<file path="src/rtl/byte_queue_if.sv">
// Byte-queue handshake and pop bus.
// The master side is the deserializer plus consumer; the slave side is the queue.
interface byte_queue_if #(
    parameter int DEPTH = 8,
    parameter int CNT_W = $clog2(DEPTH) + 1
);
    // Producer (deserializer) handshake
    logic [7:0]       data_in;
    logic             data_ready;
    logic             ack_out;

    // Consumer pop side
    logic             dequeue_in;
    logic [7:0]       data_out;
    logic             data_valid;

    // Occupancy status
    logic [CNT_W-1:0] len_out;
    logic             queue_full;
    logic             queue_empty;

    modport master (
        output data_in,
        output data_ready,
        output dequeue_in,
        input  ack_out,
        input  data_out,
        input  data_valid,
        input  len_out,
        input  queue_full,
        input  queue_empty
    );

    modport slave (
        input  data_in,
        input  data_ready,
        input  dequeue_in,
        output ack_out,
        output data_out,
        output data_valid,
        output len_out,
        output queue_full,
        output queue_empty
    );
endinterface

</file>
<file path="src/rtl/byte_queue.sv">
// Byte FIFO behind the serial-to-byte deserializer.
// It captures each completed byte through a data_ready/ack handshake and
// withholds ack while full, which back-pressures the deserializer.
// A consumer pops one byte per dequeue strobe; the popped byte is registered.
module byte_queue #(
    parameter int DEPTH = 8,
    parameter int CNT_W = $clog2(DEPTH) + 1
) (
    input  logic         clock_100,
    input  logic         reset,
    byte_queue_if.slave  bus
);

    localparam int PTR_W = $clog2(DEPTH);

    typedef enum logic [1:0] {
        IDLE     = 2'd0,
        ACK      = 2'd1,
        WAIT_LOW = 2'd2
    } state_t;

    state_t           r_state;
    logic             r_ack;
    logic [PTR_W-1:0] r_wptr;
    logic [PTR_W-1:0] r_rptr;
    logic [CNT_W-1:0] r_len;
    logic [7:0]       r_mem [DEPTH];
    logic [7:0]       r_data_out;
    logic             r_data_valid;

    logic             w_full;
    logic             w_empty;
    logic             w_wr;
    logic             w_rd;

    // Status flags are decoded from the registered occupancy count.
    assign w_full  = (r_len == CNT_W'(DEPTH));
    assign w_empty = (r_len == '0);

    // A write happens only from IDLE with room left. A full queue leaves the
    // byte pending on data_ready, so nothing is dropped.
    assign w_wr = (r_state == IDLE) && bus.data_ready && !w_full;

    // A pop on an empty queue is ignored and not remembered. Because of this,
    // a same-cycle write into an empty queue is never bypassed to data_out.
    assign w_rd = bus.dequeue_in && !w_empty;

    // Input handshake FSM with a registered one-cycle acknowledge.
    always_ff @(posedge clock_100) begin
        if (!reset) begin
            r_state <= IDLE;
            r_ack   <= 1'b0;
        end else begin
            case (r_state)
                IDLE: begin
                    if (w_wr) begin
                        r_state <= ACK;
                        r_ack   <= 1'b1;
                    end else begin
                        r_ack   <= 1'b0;
                    end
                end
                ACK: begin
                    r_state <= WAIT_LOW;
                    r_ack   <= 1'b0;
                end
                WAIT_LOW: begin
                    // Holding here until data_ready drops ensures one write per byte.
                    r_ack <= 1'b0;
                    if (!bus.data_ready) begin
                        r_state <= IDLE;
                    end
                end
                default: begin
                    r_state <= IDLE;
                    r_ack   <= 1'b0;
                end
            endcase
        end
    end

    // The write pointer advances on each accepted byte and wraps naturally.
    always_ff @(posedge clock_100) begin
        if (!reset) begin
            r_wptr <= '0;
        end else if (w_wr) begin
            r_wptr <= r_wptr + PTR_W'(1);
        end
    end

    // Storage array. It has no reset because its contents are don't-care
    // until written.
    always_ff @(posedge clock_100) begin
        if (w_wr) begin
            r_mem[r_wptr] <= bus.data_in;
        end
    end

    // Pop path: registered data_out, a one-cycle data_valid pulse and the
    // read pointer.
    always_ff @(posedge clock_100) begin
        if (!reset) begin
            r_rptr       <= '0;
            r_data_out   <= 8'h00;
            r_data_valid <= 1'b0;
        end else begin
            r_data_valid <= w_rd;
            if (w_rd) begin
                r_data_out <= r_mem[r_rptr];
                r_rptr     <= r_rptr + PTR_W'(1);
            end
        end
    end

    // Occupancy count. A simultaneous write and pop leave it unchanged.
    always_ff @(posedge clock_100) begin
        if (!reset) begin
            r_len <= '0;
        end else begin
            case ({w_wr, w_rd})
                2'b10:   r_len <= r_len + CNT_W'(1);
                2'b01:   r_len <= r_len - CNT_W'(1);
                default: r_len <= r_len;
            endcase
        end
    end

    assign bus.ack_out     = r_ack;
    assign bus.data_out    = r_data_out;
    assign bus.data_valid  = r_data_valid;
    assign bus.len_out     = r_len;
    assign bus.queue_full  = w_full;
    assign bus.queue_empty = w_empty;

    // Structural invariants of the queue.
    a_len_bound: assert property (@(posedge clock_100) disable iff (!reset)
        r_len <= CNT_W'(DEPTH));
    a_ack_state: assert property (@(posedge clock_100) disable iff (!reset)
        r_ack |-> (r_state == ACK));
    a_ptr_len: assert property (@(posedge clock_100) disable iff (!reset)
        (r_wptr - r_rptr) == PTR_W'(r_len));

endmodule

</file>
<file path="src/flat_wrapper.sv">
// flat-port wrapper written by rule: the top's interface ports become plain ports
module byte_queue_flat 
#(
    parameter int DEPTH = 8,
    parameter int CNT_W = $clog2(DEPTH) + 1
)
  (clock_100, reset, bus_data_in, bus_data_ready, bus_dequeue_in, bus_ack_out, bus_data_out, bus_data_valid, bus_len_out, bus_queue_full, bus_queue_empty);
  byte_queue_if #(.DEPTH(DEPTH), .CNT_W(CNT_W)) bus_i ();
  input  logic clock_100;
  input  logic reset;
  input wire logic [$bits(bus_i.data_in)-1:0] bus_data_in;
  input wire logic [$bits(bus_i.data_ready)-1:0] bus_data_ready;
  input wire logic [$bits(bus_i.dequeue_in)-1:0] bus_dequeue_in;
  output wire logic [$bits(bus_i.ack_out)-1:0] bus_ack_out;
  output wire logic [$bits(bus_i.data_out)-1:0] bus_data_out;
  output wire logic [$bits(bus_i.data_valid)-1:0] bus_data_valid;
  output wire logic [$bits(bus_i.len_out)-1:0] bus_len_out;
  output wire logic [$bits(bus_i.queue_full)-1:0] bus_queue_full;
  output wire logic [$bits(bus_i.queue_empty)-1:0] bus_queue_empty;
  assign bus_i.data_in = bus_data_in;
  assign bus_i.data_ready = bus_data_ready;
  assign bus_i.dequeue_in = bus_dequeue_in;
  assign bus_ack_out = bus_i.ack_out;
  assign bus_data_out = bus_i.data_out;
  assign bus_data_valid = bus_i.data_valid;
  assign bus_len_out = bus_i.len_out;
  assign bus_queue_full = bus_i.queue_full;
  assign bus_queue_empty = bus_i.queue_empty;
  byte_queue #(.DEPTH(DEPTH), .CNT_W(CNT_W)) u_core (.clock_100(clock_100), .reset(reset), .bus(bus_i));
endmodule
</file>
<file path="config.mk">
export PLATFORM = sky130hd
export DESIGN_NAME = byte_queue_flat
export DESIGN_NICKNAME = d
export VERILOG_FILES = /design/src/rtl/byte_queue_if.sv /design/src/rtl/byte_queue.sv /design/src/flat_wrapper.sv
export SDC_FILE = /design/constraint.sdc
export NUM_CORES = 1
export LEC_CHECK = 0
export ABC_AREA = 1
export CAP_MARGIN = 20
export CORE_UTILIZATION = 40
export CTS_CLUSTER_DIAMETER = 30
export DETAILED_ROUTE_END_ITERATION = 10
export PLACE_DENSITY_LB_ADDON = 0.25
export SLEW_MARGIN = 20
export SYNTH_ARGS = -nofsm -noshare
export SYNTH_HDL_FRONTEND = slang
export SYNTH_SLANG_ARGS = --single-unit
</file>
<file path="constraint.sdc">
create_clock -name clock_100 -period 4.35 [get_ports clock_100]
set_clock_uncertainty 0.2 [all_clocks]
set_input_delay 1.0875 -clock clock_100 [delete_from_list [all_inputs] [get_ports clock_100]]
set_output_delay 1.0875 -clock clock_100 [all_outputs]
set_load 0.05 [all_outputs]
</file>
==> run_results.csv, run 1 <==
group,metric,value,unit
floorplan,initial_core_util,42.0,%
synthesis,yosysTopAreaCell,"edfxtp_1",
synthesis,ys_seq_area_share,63.3,%
layout,multi_input_area,987,µm²
synthesis,avgSynthCellArea,9.82,µm²
setup_path,cp-start-kind,"primary input",
routing,dr.pass1.iters,4,
floorplan,die_x,98.6,µm
sta,rsz0062_at_grt,"false",
cts,path_clk_slew,0.08,ns
layout,final_util,48.8,%
synthesis,synth-edff-count,64,
layout,syn_to_final_growth,16.4,%
cts,clkLatencyLatePin,0.35,ns
min_path,min_path_type,"flip-flop to flip-flop",
synthesis,syn_inst,380,
grt,grt_max_degree,35,
setup_path,r2r-start,"u_core.bus.len_out[1]$_SDFFE_PN0P_",
placement,portBuffers,27,
floorplan,rows,34,
cts,cts_resized,0,
sta,slew_viol_final,0,
min_path,hold_end,"u_core.bus.data_out[4]$_SDFFE_PN0P_",
job,max_cap_viol_count,0,
routing,vias,2535,
layout,nNetsFinal,435,
routing,drt-total-wl,7.47,mm
setup_path,startpoint,"bus_data_ready",
power,leakage,1.83,nW
setup_path,arrival,3.35,ns
sta,relSlewSlack,46.0,%
cts,cts_hold_buffers,0,
sta,hold_viol_final,0,
sta,finalSetupViolCount,0,
power,cellPowerDensity,579,mW/mm²
min_path,holdCritStartpoint,"u_core.bus.data_out[4]$_SDFFE_PN0P_",
setup_path,crit_type,"primary input to flip-flop",
synthesis,yosys.area.top_type_share,51.5,%
floorplan,io_pins,28,
synthesis,ys_top_cells_by_count,"nand2_1 (104), inv_1 (66), edfxtp_1 (64)",
grt,grt_pass1_wl,12.0,mm
grt,grt_usage,16.6,%
setup_path,crit_required,4.43,ns
synthesis,postSynth.asyncResetShare,0,%
cts,clock_path_buffers,2,
grt,gr-total-overflow,0,
floorplan,coreArea,0.00889,mm²
routing,drcViolationCount,0,
placement,hpwl,4.91,mm
floorplan,die-area,0.00972,mm²
floorplan,die_h,98.6,µm
routing,ant_nets,0,
cts,cts_tree,"yes",
power,peakVddDrop,0.224,mV
setup_path,reg2reg_depth,12,
cts,clock-sinks,86,
synthesis,ys_types,25,
synthesis,syn_nets,398,
setup_path,path_max_fanout,17,
synthesis,ys.warnings.count,0,
synthesis,synth_seq_cells,86,
run_status,status,"finished clean",
synthesis,yosys-top-cells-area,"edfxtp_1 (52%), dfxtp_1 (12%), nand2_1 (10%)",
placement,place_congestion,0.803,
sta,tns,0,ns
grt,grt_pass1_vias,2407,
min_path,min_path_cells,2,
cts,htree_levels,3,
routing,wl_per_cell,14.1,µm
sta,worst_pin_slew,0.810,ns
setup_path,r2r_setup_slack,1.79,ns
setup_path,r2r_end,"u_core.bus.len_out[3]$_SDFFE_PN0P_",
routing,avgViaCountPerCell,4.78,
layout,drive_gt1_share,8.77,%
sta,max_freq,0.306,GHz
sta,post-route-period-util,75.2,%
layout,fillers,793,
layout,regArea,0.00236,mm²
grt,antenna_found_initial,0,
routing,drt_iter0_markers,98,
sta,min_period,3.27,ns
cts,clockRootBuffer,"clkbuf_8",
synthesis,yosysMostFrequentCell,"nand2_1",
cts,cts_made_buffers,9,
setup_path,cp-end-kind,"flip-flop",
synthesis,netlist_area,0.00373,mm²
synthesis,synthFlopType,"edfxtp_1",
layout,diodes,0,
cts,cts_setup_buffers,0,
==> area by class of cell <==
| type | instances | area share (%) |
|---|---|---|
| clock buffer | 10 | 3.17 |
| sequential | 86 | 54.4 |
| tap | 108 | 3.11 |
| clock inverter | 6 | 1.96 |
| multi-input combinational | 210 | 22.7 |
| inverter | 70 | 6.17 |
| timing repair buffer | 40 | 8.47 |
==> registers in the layout, indices dropped and copies added (netlist names) <==
| register | cells |
|---|---|
| u_core.bus.ack_out | 1 |
| u_core.bus.data_out | 8 |
| u_core.bus.data_valid | 1 |
| u_core.bus.len_out | 4 |
| u_core.r_mem | 64 |
| u_core.r_rptr | 3 |
| u_core.r_state | 2 |
| u_core.r_wptr | 3 |
==> cells in the final DEF, fill, tap and decap left out <==
cell type and n:
nor3_1 9, clkdlybuf4s50_1 27, nor2_2 1, inv_2 2
ha_1 5, o21ai_0 9, clkinv_2 2, xnor2_1 1
dfxtp_1 22, nand2_1 104, fa_1 1, bufinv_16 2
a21oi_1 17, inv_6 1, or2_2 1, and3_1 1
nor3b_2 1, nand3_2 1, inv_1 66, edfxtp_1 64
nand2_2 1, clkbuf_8 10, buf_4 13, clkinv_1 1
nand3_1 52, nor2_1 6, clkinvlp_4 2
==> through the flow <==
stage	cell area [µm²]	std cells	setup WS [ns]	power, mW	hold WS (ns)
6_report	4340	530	1.08	2.52	0.267
5_1_grt	4340	530	0.893	2.66	0.294
4_1_cts	4340	530	1.11	2.54	0.273
3_5_place_dp	4120	514	0.751	1.93	0.260
3_3_place_gp	4120	514	0.824	1.91	0.259
2_1_floorplan	3730	380	1.48	1.71	0.260
==> logic make-up after synthesis <==
group / after synthesis / share of synthesized area, %
xor+xnor: 1 / 0.235
flops: 86 / 63.3
compound gates: 26 / 3.49
simple gates: 177 / 20.5
fa+ha+maj: 6 / 2.21
buf+inv: 84 / 10.2
==> worst max path at each step <==
stage	slack, ns	to	depth (start not counted)
floorplan	1.48	u_core.bus.len_out[3]$_SDFFE_PN0P_	12
global placement	0.82	u_core.bus.len_out[3]$_SDFFE_PN0P_	12
detailed placement	0.75	u_core.bus.len_out[3]$_SDFFE_PN0P_	12
CTS	1.11	u_core.bus.len_out[3]$_SDFFE_PN0P_	12
global route	0.89	u_core.bus.len_out[3]$_SDFFE_PN0P_	12
finish	1.08	u_core.bus.len_out[3]$_SDFFE_PN0P_	12
==> power by group <==
| group | internal (mW) | switching [mW] | total, mW | leakage, nW |
|---|---|---|---|---|
| logic | 0.281 | 0.577 | 0.858 | 0.959 |
| registers | 0.968 | 0.0794 | 1.05 | 0.760 |
| clock network | 0.337 | 0.274 | 0.611 | 0.108 |
==> layer usage <==
layer,vias up,part of all wire [%],track usage [%]
li1,1296,-,-
met5,-,0,0
met2,64,50,29.0
met3,14,5.6,2.98
met4,0,2.0,6.66
met1,1161,43,20.5
==> critical path, stage by stage <==
cell	delay, ns
clkdlybuf4s50_1	0.48
inv_1	0.04
nor2_1	0.10
nand2_1	0.31
ha_1	0.37
ha_1	0.32
or2_2	0.30
nand2_1	0.07
nand3_1	0.06
nand2_1	0.06
nand2_1	0.04
a21oi_1	0.11
Note: power is estimated with default switching activity, not from simulation.
==> inputs of run 2 (changes only) <==
==> constraint.sdc (replaced) <==
create_clock -name clock_100 -period 3.38 [get_ports clock_100]
set_clock_uncertainty 0.2 [all_clocks]
set_input_delay 0.845 -clock clock_100 [delete_from_list [all_inputs] [get_ports clock_100]]
set_output_delay 0.845 -clock clock_100 [all_outputs]
set_load 0.05 [all_outputs]
==> run 2 against run 1 <==
Sequential share of layout area is 0.12 points lower. Critical path depth fell by 8. Register-to-register slack got worse by 0.57 ns. Sequential cell count unchanged. Sequential power up 28%. Clock power grew 22%. Via count decreased by 0.79%. First-iteration DRC count increased by 26%. Wire length rose by 2.5%. Combinational power is 33% higher. Cell count rose by 0.57%. Largest cell class unchanged.
==> run_results.csv, run 2 (synthesis gave the netlist of run 1 again) <==
group,metric,value,unit
placement,place_congestion,0.782,
setup_path,cp-end-kind,"output pin",
layout,drive_gt1_share,8.71,%
min_path,min_path_cells,2,
floorplan,coreArea,0.00889,mm²
setup_path,crit_required,2.33,ns
sta,worst_pin_slew,0.934,ns
layout,regMostFlops,"u_core.r_mem",
setup_path,reg2reg_depth,12,
sta,relSlewSlack,37.6,%
setup_path,crit_buf_inv,2,
sta,whs,0.266,ns
sta,hold_viol_final,0,
grt,grt_max_degree,35,
grt,grt_pass1_vias,2419,
layout,largest_reg_flops,64,
layout,syn_to_final_growth,16.7,%
sta,finalSetupViolCount,0,
layout,fillers,828,
setup_path,crit_chain,"nor2_2 -> nand3_1 -> inv_1 -> clkdlybuf4s50_1",
placement,hpwl,4.87,mm
sta,rsz0062_at_grt,"false",
cts,cts_resized,0,
layout,design_area,0.00435,mm²
layout,nNetsFinal,439,
cts,clock_path_buffers,2,
job,max_cap_viol_count,0,
power,leakage,1.84,nW
floorplan,io_pins,28,
setup_path,r2r-start,"u_core.bus.len_out[1]$_SDFFE_PN0P_",
cts,htree_levels,3,
floorplan,rows,34,
cts,clkLatencyLatePin,0.34,ns
layout,final_common_cell,"nand2_1",
placement,place_area,0.00415,mm²
min_path,holdCritStartpoint,"u_core.bus.data_out[3]$_SDFFE_PN0P_",
sta,post-route-period-util,84.5,%
setup_path,path_max_fanout,5,
routing,dr.pass1.iters,4,
sta,max_freq,0.350,GHz
floorplan,die-area,0.00972,mm²
setup_path,crit_type,"flip-flop to output pin",
layout,diodes,0,
setup_path,cp.depth,4,
cts,path_clk_slew,0.08,ns
cts,clockRootBuffer,"clkbuf_8",
grt,busiest_layer,"met2",
routing,vias,2515,
routing,drt_iter0_markers,123,
min_path,min_path_type,"flip-flop to flip-flop",
grt,grt_usage,16.7,%
floorplan,die_h,98.6,µm
cts,cts_hold_buffers,0,
sta,tns,0,ns
power,total_power,3.22,mW
layout,final_util,49.0,%
setup_path,arrival,1.81,ns
placement,portBuffers,27,
routing,drt-total-wl,7.65,mm
cts,cts_tree,"yes",
routing,drcViolationCount,0,
grt,gr-usage-met2,28.5,%
power,cellPowerDensity,740,mW/mm²
grt,gr-total-overflow,0,
routing,ant_nets,0,
layout,final_cell_mix,"nand2_1 (104), inv_1 (66), edfxtp_1 (64)",
cts,clock-sinks,86,
sta,min_period,2.86,ns
routing,avgViaCountPerCell,4.72,
grt,antenna_found_initial,0,
power,peakVddDrop,0.331,mV
grt,grtUsageMet3,2.62,%
setup_path,crit_slowest_cell,"clkdlybuf4s50_1",
floorplan,die_x,98.6,µm
setup_path,startpoint,"u_core.bus.len_out[1]$_SDFFE_PN0P_",
cts,cts_setup_buffers,0,
setup_path,cpPeakStageDelay,0.79,ns
grt,grtUsageMet1,21.0,%
sta,slew_viol_final,0,
setup_path,critPathTopFamily,"buffers and inverters",
floorplan,initial_core_util,42.0,%
routing,wl_per_cell,14.4,µm
cts,cts_made_buffers,9,
run_status,status,"finished clean",
setup_path,cp-start-kind,"flip-flop",
grt,grt_pass1_wl,12.1,mm
-- run 2: cell count changes in the layout (fill, tap and decap cells not counted), sizes merged --
cell      change
buf           +4
clkinvlp      -1
-- run 2: where the power goes --
group	internal [mW]	leakage (nW)	total, mW	switching, mW
Clock	0.408	0.0974	0.748	0.340
Combinational	0.380	0.978	1.14	0.760
Sequential	1.25	0.760	1.34	0.0899
Total	2.03	1.84	3.22	1.19
-- run 2: through the flow --
stage	worst slack, ns	instances
6_report	0.524	533
5_1_grt	0.419	533
4_1_cts	0.508	533
3_5_place_dp	0.361	518
3_3_place_gp	0.418	518
2_1_floorplan	0.754	380
-- run 2: metal layers --
metal	share of wire [%]	vias up	wire length, µm
li1	-	1306	-
met1	44	1136	3400
met2	49	59	3720
met3	4.9	14	372
met4	2.1	0	160
met5	0	-	0
-- run 2: worst min-delay path: cells and delay by family, from the launching register on --
family	cells	cell delay (ns)
compound gates	1	0.05
flops	1	0.31
simple gates	1	0.06
-- run 2: layout make-up --
type / count / area, µm² / area share [%]
multi-input cells: 210 / 987 / 22.7
clock inverters: 5 / 75.1 / 1.72
inverters: 70 / 268 / 6.15
flip-flops and latches: 86 / 2360 / 54.3
clock buffers: 10 / 128 / 2.93
well taps: 108 / 135 / 3.10
repair buffers: 44 / 398 / 9.14
-- run 2: worst paths after layout --
path / to / slack [ns]
setup / recovery: bus_queue_full / 0.52
hold / removal: u_core.bus.data_out[3]$_SDFFE_PN0P_ / 0.27
setup reg to reg: u_core.bus.len_out[3]$_SDFFE_PN0P_ / 1.22
hold reg to reg: u_core.bus.data_out[3]$_SDFFE_PN0P_ / 0.27
==> inputs of run 3 (changes only) <==
==> constraint.sdc (replaced) <==
create_clock -name clock_100 -period 2.9 [get_ports clock_100]
set_clock_uncertainty 0.2 [all_clocks]
set_input_delay 0.725 -clock clock_100 [delete_from_list [all_inputs] [get_ports clock_100]]
set_output_delay 0.725 -clock clock_100 [all_outputs]
set_load 0.05 [all_outputs]
==> run 3 against run 2 <==
Non-clock buffer count grew 4. Sequential cell count did not move. Utilization up 0.13 points. Via count increased by 2.7%. Hold slack barely moved. First-iteration DRC count grew 44%. Die area is the same. Worst setup slack lost 0.35 ns. Clock power up 2.7%. Register-to-register slack worse by 0.48 ns. Combinational power up 20%. Largest power group unchanged.
==> run_results.csv, run 3 (synthesis gave the netlist of run 1 again) <==
group,metric,value,unit
sta,whs,0.266,ns
cts,clockRootBuffer,"clkbuf_8",
layout,diodes,0,
grt,grtUsageMet1,22.8,%
sta,min_period,2.72,ns
power,p_int,2.25,mW
power,peakVddDrop,0.371,mV
placement,hpwl,4.97,mm
sta,setup_ws,0.175,ns
sta,rsz0062_at_grt,"false",
setup_path,crit_required,1.98,ns
placement,dp.cells,522,
floorplan,rows,34,
power,switching_share,38.3,%
grt,grt_pass1_wl,12.8,mm
power,total_power,3.65,mW
routing,wl_per_cell,14.3,µm
routing,drt-total-wl,7.67,mm
layout,syn_to_final_growth,17.0,%
setup_path,r2r-start,"u_core.bus.len_out[1]$_SDFFE_PN0P_",
layout,largest_reg_flops,64,
layout,design_area,0.00436,mm²
floorplan,initial_core_util,42.0,%
floorplan,coreArea,0.00889,mm²
floorplan,die-area,0.00972,mm²
placement,place_area,0.00418,mm²
cts,cts_resized,0,
cts,clkLatencyLatePin,0.34,ns
grt,busiest_layer,"met2",
setup_path,crit_type,"flip-flop to output pin",
cts,cts_setup_buffers,0,
grt,grt_max_degree,35,
sta,max_freq,0.367,GHz
setup_path,arrival,1.80,ns
job,max_cap_viol_count,0,
floorplan,die_x,98.6,µm
layout,fillers,816,
setup_path,r2r_end,"u_core.bus.len_out[3]$_SDFFE_PN0P_",
run_status,status,"finished clean",
routing,vias,2582,
sta,relSlewSlack,61.8,%
grt,antenna_found_initial,0,
layout,final_util,49.1,%
sta,post-route-period-util,94.0,%
routing,avgViaCountPerCell,4.80,
cts,htree_levels,3,
sta,finalSetupViolCount,0,
cts,cts_made_buffers,9,
floorplan,die_h,98.6,µm
power,power.share.clock,21.0,%
routing,ant_nets,0,
sta,hold_viol_final,0,
cts,cts_hold_buffers,0,
setup_path,path_max_fanout,5,
sta,tns,0,ns
layout,final_cell_mix,"nand2_1 (104), inv_1 (66), edfxtp_1 (64)",
grt,grt_pass1_vias,2491,
layout,final-instance-count-excl-fill,538,
layout,nNetsFinal,443,
routing,drt_iter0_markers,177,
cts,cts_tree,"yes",
grt,gr-usage-met2,28.4,%
cts,clock-sinks,86,
setup_path,r2r_setup_slack,0.74,ns
power,cellPowerDensity,837,mW/mm²
grt,gr-total-overflow,0,
floorplan,io_pins,28,
grt,grtUsageMet3,3.19,%
layout,drive_gt1_share,10.2,%
min_path,min_path_type,"flip-flop to flip-flop",
power,leakage,1.85,nW
setup_path,reg2reg_depth,12,
layout,final_common_cell,"nand2_1",
sta,worst_pin_slew,0.573,ns
placement,place_congestion,0.777,
sta,slew_viol_final,0,
setup_path,cp-end-kind,"output pin",
power,switchingPower,1.40,mW
cts,path_clk_slew,0.08,ns
cts,clock_path_buffers,2,
setup_path,startpoint,"u_core.bus.len_out[1]$_SDFFE_PN0P_",
power,p_seq_share,41.5,%
min_path,min_path_cells,2,
placement,portBuffers,27,
placement,dp_slack,0.00487,ns
layout,regMostFlops,"u_core.r_mem",
routing,drcViolationCount,0,
grt,grt_usage,17.5,%
power,comb_power_share,37.4,%
setup_path,crit_end,"bus_queue_full",
setup_path,cp-start-kind,"flip-flop",
routing,dr.pass1.iters,4,
run 3: changes by cell type in the layout (fill, tap and decap cells not counted):
| cell | before | now |
|---|---|---|
| buf_4 | 17 | 21 |
| inv_6 | 1 | 2 |
| clkbuf_8 | 9 | 11 |
| clkbuf_1 | 1 | 0 |
| bufinv_16 | 2 | 0 |
| clkinv_1 | 3 | 2 |
| clkinv_2 | 0 | 1 |
| clkinvlp_4 | 1 | 2 |
run 3: cell type report:
class                      instances  area, µm²  area share, %
sequential                        86       2360           54.1
clock buffer                      11        151           3.47
clock inverter                     5       32.5          0.745
inverter                          70        268           6.14
tap                              108        135           3.10
timing repair buffer              48        428           9.81
multi-input combinational        210        987           22.6
run 3: power by group through the flow:
stage                     Combinational [mW]  Sequential [mW]  Clock [mW]
after floorplan                        0.794             1.77           0
after global placement                  1.36             1.54           0
after detailed placement                1.38             1.55           0
after CTS                               1.38             1.52       0.791
after global routing                    1.51             1.54       0.838
final                                   1.37             1.52       0.768
run 3: worst min path at each step:
| stage | start | to | slack [ns] |
|---|---|---|---|
| after CTS | u_core.bus.data_out[4]$_SDFFE_PN0P_ | u_core.bus.data_out[4]$_SDFFE_PN0P_ | 0.27 |
| after detailed placement | u_core.bus.data_out[4]$_SDFFE_PN0P_ | u_core.bus.data_out[4]$_SDFFE_PN0P_ | 0.26 |
| after floorplan | u_core.r_state[1]$_SDFFE_PN0P_ | u_core.r_state[1]$_SDFFE_PN0P_ | 0.26 |
| after global placement | u_core.bus.data_out[3]$_SDFFE_PN0P_ | u_core.bus.data_out[3]$_SDFFE_PN0P_ | 0.25 |
| after global routing | u_core.bus.data_out[3]$_SDFFE_PN0P_ | u_core.bus.data_out[3]$_SDFFE_PN0P_ | 0.30 |
| final | u_core.bus.data_out[4]$_SDFFE_PN0P_ | u_core.bus.data_out[4]$_SDFFE_PN0P_ | 0.27 |
run 3: critical path, stage by stage (launching register included):
cell,delay (ns)
dfxtp_1,0.37
nor2_2,0.13
nand3_1,0.10
inv_1,0.07
clkdlybuf4s50_1,0.79
run 3: routing by layer:
layer  up-vias  routed length, µm
met5         -                  0
met4         0                 91
met3         9                372
met2        58               3860
met1      1197               3340
li1       1318                  -
